$ cat config.mk
export PLATFORM = sky130hd
export DESIGN_NAME = axi_mem_mux
export DESIGN_NICKNAME = d
export VERILOG_FILES = /design/src/rtl/axi_mem_mux.sv
export SDC_FILE = /design/constraint.sdc
export NUM_CORES = 1
export LEC_CHECK = 0
export ABC_CLOCK_PERIOD_IN_PS = 3150
export CAP_MARGIN = 20
export CELL_PAD_IN_SITES_DETAIL_PLACEMENT = 0
export CELL_PAD_IN_SITES_GLOBAL_PLACEMENT = 2
export CORE_AREA = 8 8 406 408
export CTS_BUF_LIST = sky130_fd_sc_hd__clkbuf_8
export DETAILED_ROUTE_END_ITERATION = 12
export DIE_AREA = 0 0 414 416
export PLACE_DENSITY_LB_ADDON = 0.1
export SLEW_MARGIN = 20
export SYNTH_ARGS = -nofsm -noshare
export SYNTH_HDL_FRONTEND = slang
export SYNTH_SLANG_ARGS = --single-unit
$ cat constraint.sdc
create_clock -name clk_i -period 3.15 [get_ports clk_i]
set_input_delay 0.63 -clock clk_i [delete_from_list [all_inputs] [get_ports clk_i]]
set_output_delay 0.63 -clock clk_i [all_outputs]
set_load 0.01 [all_outputs]
$ cat src/rtl/axi_mem_mux.sv
`default_nettype none
//============================================================================
// Module      : axi_mem_mux
// Description : N-host to 1-device AXI4 multiplexer for a shared DDR port.
//               Round-robin AR/AW arbitration into registered output stages,
//               host index prepended to device IDs, W beats steered by an
//               AW-order FIFO, R/B responses routed back by ID prefix.
// Revision    : 1.0 - initial release
//============================================================================
module axi_mem_mux #(
    parameter int NUM_HOSTS   = 2,
    parameter int DATA_WIDTH  = 128,
    parameter int ADDR_WIDTH  = 27,
    parameter int ID_WIDTH    = 8,
    parameter int WFIFO_DEPTH = 4,
    localparam int STRB_WIDTH = DATA_WIDTH / 8,
    localparam int HOST_IDX_W = (NUM_HOSTS > 1) ? $clog2(NUM_HOSTS) : 1,
    localparam int DEV_ID_W   = ID_WIDTH + HOST_IDX_W
) (
    input  logic                             clk_i,
    input  logic                             rst_ni,
    // host AR
    input  logic [NUM_HOSTS-1:0]             host_ar_valid,
    output logic [NUM_HOSTS-1:0]             host_ar_ready,
    input  logic [NUM_HOSTS*ADDR_WIDTH-1:0]  host_ar_addr,
    input  logic [NUM_HOSTS*ID_WIDTH-1:0]    host_ar_id,
    input  logic [NUM_HOSTS*8-1:0]           host_ar_len,
    input  logic [NUM_HOSTS*3-1:0]           host_ar_size,
    input  logic [NUM_HOSTS*2-1:0]           host_ar_burst,
    // host AW
    input  logic [NUM_HOSTS-1:0]             host_aw_valid,
    output logic [NUM_HOSTS-1:0]             host_aw_ready,
    input  logic [NUM_HOSTS*ADDR_WIDTH-1:0]  host_aw_addr,
    input  logic [NUM_HOSTS*ID_WIDTH-1:0]    host_aw_id,
    input  logic [NUM_HOSTS*8-1:0]           host_aw_len,
    input  logic [NUM_HOSTS*3-1:0]           host_aw_size,
    input  logic [NUM_HOSTS*2-1:0]           host_aw_burst,
    // host W
    input  logic [NUM_HOSTS-1:0]             host_w_valid,
    output logic [NUM_HOSTS-1:0]             host_w_ready,
    input  logic [NUM_HOSTS*DATA_WIDTH-1:0]  host_w_data,
    input  logic [NUM_HOSTS*STRB_WIDTH-1:0]  host_w_strb,
    input  logic [NUM_HOSTS-1:0]             host_w_last,
    // host B
    output logic [NUM_HOSTS-1:0]             host_b_valid,
    input  logic [NUM_HOSTS-1:0]             host_b_ready,
    output logic [ID_WIDTH-1:0]              host_b_id,
    output logic [1:0]                       host_b_resp,
    // host R
    output logic [NUM_HOSTS-1:0]             host_r_valid,
    input  logic [NUM_HOSTS-1:0]             host_r_ready,
    output logic [DATA_WIDTH-1:0]            host_r_data,
    output logic [ID_WIDTH-1:0]              host_r_id,
    output logic [1:0]                       host_r_resp,
    output logic                             host_r_last,
    // device AR
    output logic                             device_ar_valid,
    input  logic                             device_ar_ready,
    output logic [ADDR_WIDTH-1:0]            device_ar_addr,
    output logic [DEV_ID_W-1:0]              device_ar_id,
    output logic [7:0]                       device_ar_len,
    output logic [2:0]                       device_ar_size,
    output logic [1:0]                       device_ar_burst,
    // device AW
    output logic                             device_aw_valid,
    input  logic                             device_aw_ready,
    output logic [ADDR_WIDTH-1:0]            device_aw_addr,
    output logic [DEV_ID_W-1:0]              device_aw_id,
    output logic [7:0]                       device_aw_len,
    output logic [2:0]                       device_aw_size,
    output logic [1:0]                       device_aw_burst,
    // device W
    output logic                             device_w_valid,
    input  logic                             device_w_ready,
    output logic [DATA_WIDTH-1:0]            device_w_data,
    output logic [STRB_WIDTH-1:0]            device_w_strb,
    output logic                             device_w_last,
    // device B
    input  logic                             device_b_valid,
    output logic                             device_b_ready,
    input  logic [DEV_ID_W-1:0]              device_b_id,
    input  logic [1:0]                       device_b_resp,
    // device R
    input  logic                             device_r_valid,
    output logic                             device_r_ready,
    input  logic [DATA_WIDTH-1:0]            device_r_data,
    input  logic [DEV_ID_W-1:0]              device_r_id,
    input  logic [1:0]                       device_r_resp,
    input  logic                             device_r_last
);

    localparam int c_ptr_w = (WFIFO_DEPTH > 1) ? $clog2(WFIFO_DEPTH) : 1;
    localparam int c_cnt_w = c_ptr_w + 1;

    // Round-robin pick: {found, index} of the first valid host at or after ptr.
    function automatic logic [HOST_IDX_W:0] rr_pick(input logic [NUM_HOSTS-1:0] valid,
                                                    input logic [HOST_IDX_W-1:0] ptr);
        logic [HOST_IDX_W:0] res;
        int                  k;
        res = '0;
        for (int i = 0; i < NUM_HOSTS; i++) begin
            k = int'(ptr) + i;
            if (k >= NUM_HOSTS) k = k - NUM_HOSTS;
            if (!res[HOST_IDX_W] && valid[k]) res = {1'b1, k[HOST_IDX_W-1:0]};
        end
        return res;
    endfunction

    // Pointer advance past the winner, wrapping at NUM_HOSTS.
    function automatic logic [HOST_IDX_W-1:0] rr_next(input logic [HOST_IDX_W-1:0] w);
        return (int'(w) == NUM_HOSTS - 1) ? '0 : w + 1'b1;
    endfunction

    // ---------------- AR stage ----------------
    logic                  r_ar_valid;
    logic [HOST_IDX_W-1:0] r_ar_ptr;
    logic [ADDR_WIDTH-1:0] r_ar_addr;
    logic [DEV_ID_W-1:0]   r_ar_id;
    logic [7:0]            r_ar_len;
    logic [2:0]            r_ar_size;
    logic [1:0]            r_ar_burst;
    logic [HOST_IDX_W:0]   w_ar_pick;
    logic [HOST_IDX_W-1:0] w_ar_win;
    logic                  w_ar_free;
    logic                  w_ar_take;

    assign w_ar_pick = rr_pick(host_ar_valid, r_ar_ptr);
    assign w_ar_win  = w_ar_pick[HOST_IDX_W-1:0];
    assign w_ar_free = !r_ar_valid || device_ar_ready;
    assign w_ar_take = w_ar_free && w_ar_pick[HOST_IDX_W];

    // Grant is combinational; suppressed while reset is asserted.
    always_comb begin
        host_ar_ready = '0;
        if (w_ar_take && rst_ni) host_ar_ready[w_ar_win] = 1'b1;
    end

    // AR output register and round-robin pointer.
    always_ff @(posedge clk_i or negedge rst_ni) begin
        if (!rst_ni) begin
            r_ar_valid <= 1'b0;
            r_ar_ptr   <= '0;
            r_ar_addr  <= '0;
            r_ar_id    <= '0;
            r_ar_len   <= '0;
            r_ar_size  <= '0;
            r_ar_burst <= '0;
        end else if (w_ar_free) begin
            r_ar_valid <= w_ar_take;
            if (w_ar_take) begin
                r_ar_ptr   <= rr_next(w_ar_win);
                r_ar_addr  <= host_ar_addr[w_ar_win*ADDR_WIDTH +: ADDR_WIDTH];
                r_ar_id    <= {w_ar_win, host_ar_id[w_ar_win*ID_WIDTH +: ID_WIDTH]};
                r_ar_len   <= host_ar_len[w_ar_win*8 +: 8];
                r_ar_size  <= host_ar_size[w_ar_win*3 +: 3];
                r_ar_burst <= host_ar_burst[w_ar_win*2 +: 2];
            end
        end
    end

    assign device_ar_valid = r_ar_valid;
    assign device_ar_addr  = r_ar_addr;
    assign device_ar_id    = r_ar_id;
    assign device_ar_len   = r_ar_len;
    assign device_ar_size  = r_ar_size;
    assign device_ar_burst = r_ar_burst;

    // ---------------- AW stage ----------------
    logic                  r_aw_valid;
    logic [HOST_IDX_W-1:0] r_aw_ptr;
    logic [ADDR_WIDTH-1:0] r_aw_addr;
    logic [DEV_ID_W-1:0]   r_aw_id;
    logic [7:0]            r_aw_len;
    logic [2:0]            r_aw_size;
    logic [1:0]            r_aw_burst;
    logic [HOST_IDX_W:0]   w_aw_pick;
    logic [HOST_IDX_W-1:0] w_aw_win;
    logic                  w_aw_free;
    logic                  w_aw_take;
    logic                  w_fifo_full;

    assign w_aw_pick = rr_pick(host_aw_valid, r_aw_ptr);
    assign w_aw_win  = w_aw_pick[HOST_IDX_W-1:0];
    assign w_aw_free = !r_aw_valid || device_aw_ready;
    // A full FIFO blocks the load even when a pop happens this cycle.
    assign w_aw_take = w_aw_free && w_aw_pick[HOST_IDX_W] && !w_fifo_full;

    // Grant is combinational; suppressed while reset is asserted.
    always_comb begin
        host_aw_ready = '0;
        if (w_aw_take && rst_ni) host_aw_ready[w_aw_win] = 1'b1;
    end

    // AW output register and round-robin pointer.
    always_ff @(posedge clk_i or negedge rst_ni) begin
        if (!rst_ni) begin
            r_aw_valid <= 1'b0;
            r_aw_ptr   <= '0;
            r_aw_addr  <= '0;
            r_aw_id    <= '0;
            r_aw_len   <= '0;
            r_aw_size  <= '0;
            r_aw_burst <= '0;
        end else if (w_aw_free) begin
            r_aw_valid <= w_aw_take;
            if (w_aw_take) begin
                r_aw_ptr   <= rr_next(w_aw_win);
                r_aw_addr  <= host_aw_addr[w_aw_win*ADDR_WIDTH +: ADDR_WIDTH];
                r_aw_id    <= {w_aw_win, host_aw_id[w_aw_win*ID_WIDTH +: ID_WIDTH]};
                r_aw_len   <= host_aw_len[w_aw_win*8 +: 8];
                r_aw_size  <= host_aw_size[w_aw_win*3 +: 3];
                r_aw_burst <= host_aw_burst[w_aw_win*2 +: 2];
            end
        end
    end

    assign device_aw_valid = r_aw_valid;
    assign device_aw_addr  = r_aw_addr;
    assign device_aw_id    = r_aw_id;
    assign device_aw_len   = r_aw_len;
    assign device_aw_size  = r_aw_size;
    assign device_aw_burst = r_aw_burst;

    // ---------------- W order FIFO ----------------
    logic [HOST_IDX_W-1:0] r_fifo_mem [WFIFO_DEPTH];
    logic [c_ptr_w-1:0]    r_wr_ptr;
    logic [c_ptr_w-1:0]    r_rd_ptr;
    logic [c_cnt_w-1:0]    r_fifo_cnt;
    logic                  w_fifo_empty;
    logic                  w_push;
    logic                  w_pop;
    logic [HOST_IDX_W-1:0] w_head;

    assign w_fifo_full  = (r_fifo_cnt == c_cnt_w'(WFIFO_DEPTH));
    assign w_fifo_empty = (r_fifo_cnt == '0);
    assign w_push       = w_aw_take;
    assign w_pop        = device_w_valid && device_w_ready && device_w_last;
    assign w_head       = r_fifo_mem[r_rd_ptr];

    // FIFO storage holds host indices only; contents are don't-care when empty.
    always_ff @(posedge clk_i) begin
        if (w_push) r_fifo_mem[r_wr_ptr] <= w_aw_win;
    end

    // FIFO pointers and occupancy.
    always_ff @(posedge clk_i or negedge rst_ni) begin
        if (!rst_ni) begin
            r_wr_ptr   <= '0;
            r_rd_ptr   <= '0;
            r_fifo_cnt <= '0;
        end else begin
            if (w_push) r_wr_ptr <= r_wr_ptr + 1'b1;
            if (w_pop)  r_rd_ptr <= r_rd_ptr + 1'b1;
            case ({w_push, w_pop})
                2'b10:   r_fifo_cnt <= r_fifo_cnt + 1'b1;
                2'b01:   r_fifo_cnt <= r_fifo_cnt - 1'b1;
                default: r_fifo_cnt <= r_fifo_cnt;
            endcase
        end
    end

    // W steering from the host at the FIFO head; no host is served when empty.
    always_comb begin
        host_w_ready   = '0;
        device_w_valid = 1'b0;
        device_w_data  = host_w_data[w_head*DATA_WIDTH +: DATA_WIDTH];
        device_w_strb  = host_w_strb[w_head*STRB_WIDTH +: STRB_WIDTH];
        device_w_last  = host_w_last[w_head];
        if (!w_fifo_empty) begin
            device_w_valid       = host_w_valid[w_head];
            host_w_ready[w_head] = device_w_ready;
        end
    end

    // ---------------- R/B return routing ----------------
    logic [HOST_IDX_W-1:0] w_r_idx;
    logic [HOST_IDX_W-1:0] w_b_idx;

    assign w_r_idx = device_r_id[DEV_ID_W-1 -: HOST_IDX_W];
    assign w_b_idx = device_b_id[DEV_ID_W-1 -: HOST_IDX_W];

    // Responses with an out-of-range prefix are accepted and dropped.
    always_comb begin
        host_r_valid   = '0;
        device_r_ready = 1'b1;
        host_b_valid   = '0;
        device_b_ready = 1'b1;
        if (int'(w_r_idx) < NUM_HOSTS) begin
            host_r_valid[w_r_idx] = device_r_valid;
            device_r_ready        = host_r_ready[w_r_idx];
        end
        if (int'(w_b_idx) < NUM_HOSTS) begin
            host_b_valid[w_b_idx] = device_b_valid;
            device_b_ready        = host_b_ready[w_b_idx];
        end
    end

    assign host_r_data = device_r_data;
    assign host_r_id   = device_r_id[ID_WIDTH-1:0];
    assign host_r_resp = device_r_resp;
    assign host_r_last = device_r_last;
    assign host_b_id   = device_b_id[ID_WIDTH-1:0];
    assign host_b_resp = device_b_resp;

endmodule
`default_nettype wire

==> metrics <==
Final Slew Violations=0; Pwr Total=12.2 mW; Req. time, crit path=2.52 ns; DP HPWL=66700 µm; Sequential Area=2850 µm²; initial antenna violation count=66; Vias/cell=2.54; Final Util=0.114; Fin Hold WS=0.483 ns; Remaining DRCs=0; NumNets Final=2016; Die ar.=172000 µm²; Worst-path clk slew=0.08 ns; GPL Wtd Cong=0.763; Startpoint Class=register; Fillers=18213; final worst path period share=1.06; most used cell, CP=buf_12; 1st-pass router iterations=9; area taken by multi-input logic gates=3810 µm²; Die H=416 µm; Fin. Hold Viols=0; largest incremental delay on the critical path=0.73 ns; main flop type after synthesis=dfrtp_1; Fin Setup TNS=-8.40 ns; top-count cell post-synth=buf_4; critical path class=reg2out; PortBufs=758; CTS buffer count=17; # H-tree levels=4; Worst-Margin Slew=0.774 ns; async set or reset register ratio after synthesis=0.965; drt first-iter violations=416; Worst R2R Setup Slack=0.26 ns; final non-filler cell total=3467; vias in the first global route=9450; Mapped Cells=734; drt wl/cell=22.7 µm; clk_skew=0.0148 ns; worst path bufs/invs=3; max cap viols=0; f_max=301 MHz; crit-path max FO=18; setup violators final=102; distinct cell type count after synthesis=36; worst-case clock buffer depth=2; clk_lat worst skew=0.55 ns; Post-DP Area=17400 µm²; commonest cells in the netlist=buf_4, dfrtp_1, mux2_4; Synth Area per Inst=11.2 µm²; starting density of the core=0.0519; placed insts=3406; crit-path leading delay family=multiplexers; routed wire length=78700 µm; CP Capture Type=primary output; Std-Cell Rows=147; failing checks=setup timing; CTS tree=built; post-layout min period=3.32 ns; share of cells above drive strength 1=0.257; Finished Cell Area=18000 µm²; leakage=7.14 nW; warnings from Yosys=0; Max transition margin=0.484; area fraction of the dominant cell type after synthesis=0.331; Tot GR Track Use=0.0862; hold crit path type=reg2reg; worst ir drop on vdd=0.294 mV; core area=159000 µm²; total grt overflow=0; Yosys reg bits=113; Die Width=414 µm; I/O Pins=1057; Clock Sinks=113; CP Cell Sequence=mux4_4 > buf_12 > buf_12 > mux2_4 > dlygate4sd2_1; status=complete, but fails checks; Crit path arrival time=2.69 ns; clk root buf=clkbuf_8; Post-DRT Antenna Nets=0; global-route wire length before repair=99200 µm; unrepaired setup endpoints after global routing=true; Area contributors post-synth=dfrtp_1, mux2_4, buf_4; Layout area overhead=119%; Yosys top cell by area=dfrtp_1; EDFF count, synth=4; synthesized area=8240 µm²; largest net degree at the start of global routing=50; register area share after synthesis=0.346; PnR worst setup slack=-0.173 ns; Power Dens Cells=678 nW/µm²; critical path's slowest cell=mux4_4; vias=8790; syn nets=1390; Place WS=0.0889 ns
kinds of logic after synthesis:
logic type	count (synthesis)	synth area share
AOI/OAI and AO/OA	159	0.165
xor gates and xnor gates	5	0.00532
adders and majority gates	6	0.0100
buffers and inverters	263	0.199
DFF	113	0.346
muxes	154	0.254
and+or+nand+nor	34	0.0208
where the power goes:
group	total (mW)	internal, mW	switching (mW)
clock network	1.79	1.02	0.778
logic	8.19	4.47	3.73
registers	2.25	1.94	0.307
total	12.2	7.42	4.81
worst paths after layout:
check                                          end             from  cells past startpoint
worst min-delay path               device_ar_id[8]  device_ar_id[8]                      1
max in group asynchronous       device_ar_addr[23]           rst_ni                      4
worst max-delay path            device_w_data[114]      r_rd_ptr[0]                      5
worst max register to register       r_fifo_cnt[2]      r_rd_ptr[0]                     12
min in group asynchronous          device_ar_valid           rst_ni                      2
worst min register to register     device_ar_id[8]  device_ar_id[8]                      1
placed cells by master (no fill, tap or decap), types with 5 or more instances in the layout:
| cell | netlist | routed |
|---|---|---|
| dfrtp_1 | 109 | 109 |
| clkbuf_16 | 0 | 5 |
| bufinv_16 | 0 | 5 |
| diode_2 | 0 | 9 |
| buf_6 | 11 | 41 |
| o2bb2ai_1 | 48 | 48 |
| inv_1 | 59 | 59 |
| dlymetal6s2s_1 | 0 | 22 |
| clkdlybuf4s50_1 | 0 | 611 |
| mux2_4 | 95 | 96 |
| buf_4 | 149 | 35 |
| nor2_1 | 13 | 13 |
| dlygate4sd2_1 | 0 | 12 |
| a222oi_1 | 48 | 48 |
| ha_1 | 5 | 5 |
| clkbuf_2 | 0 | 48 |
| clkbuf_8 | 0 | 21 |
| mux2_2 | 54 | 53 |
| a22oi_1 | 48 | 48 |
| buf_2 | 8 | 16 |
| buf_12 | 0 | 12 |
metal layers:
| layer | GRT usage | up-vias | part of all wire |
|---|---|---|---|
| li1 | - | 3814 | - |
| met1 | 0.0810 | 4045 | 0.34 |
| met2 | 0.153 | 734 | 0.50 |
| met3 | 0.0624 | 151 | 0.14 |
| met4 | 0.0171 | 46 | 0.018 |
| met5 | 0 | - | 0.0039 |
sequential cells by signal (all words and copies together), names as in the netlist, 3 cells and up:
register / flops
device_ar_addr: 27
device_aw_addr: 27
device_ar_id: 9
device_aw_id: 9
device_ar_len: 8
device_aw_len: 8
r_fifo_mem: 4
device_ar_size: 3
device_aw_size: 3
r_fifo_cnt: 3
area by class of cell:
| class | count | area share |
|---|---|---|
| clock inverter | 10 | 0.00999 |
| multi-input combinational | 358 | 0.211 |
| timing repair buffer | 811 | 0.447 |
| antenna | 9 | 0.00125 |
| inverter | 59 | 0.0123 |
| clock buffer | 21 | 0.0160 |
| tap | 2086 | 0.145 |
| sequential | 113 | 0.158 |
timing repair:
| item | 4_1_cts | 5_1_grt |
|---|---|---|
| resized for setup | 216 | 256 |
| endpoints found under the setup margin | 148 | 147 |
| endpoints found under the hold margin | 12 | 0 |
| hold buffers | 1 | 0 |
| gates cloned | 1 | 6 |
| buffers inserted | 5 | 9 |
Note: power is estimated with default switching activity, not from simulation.
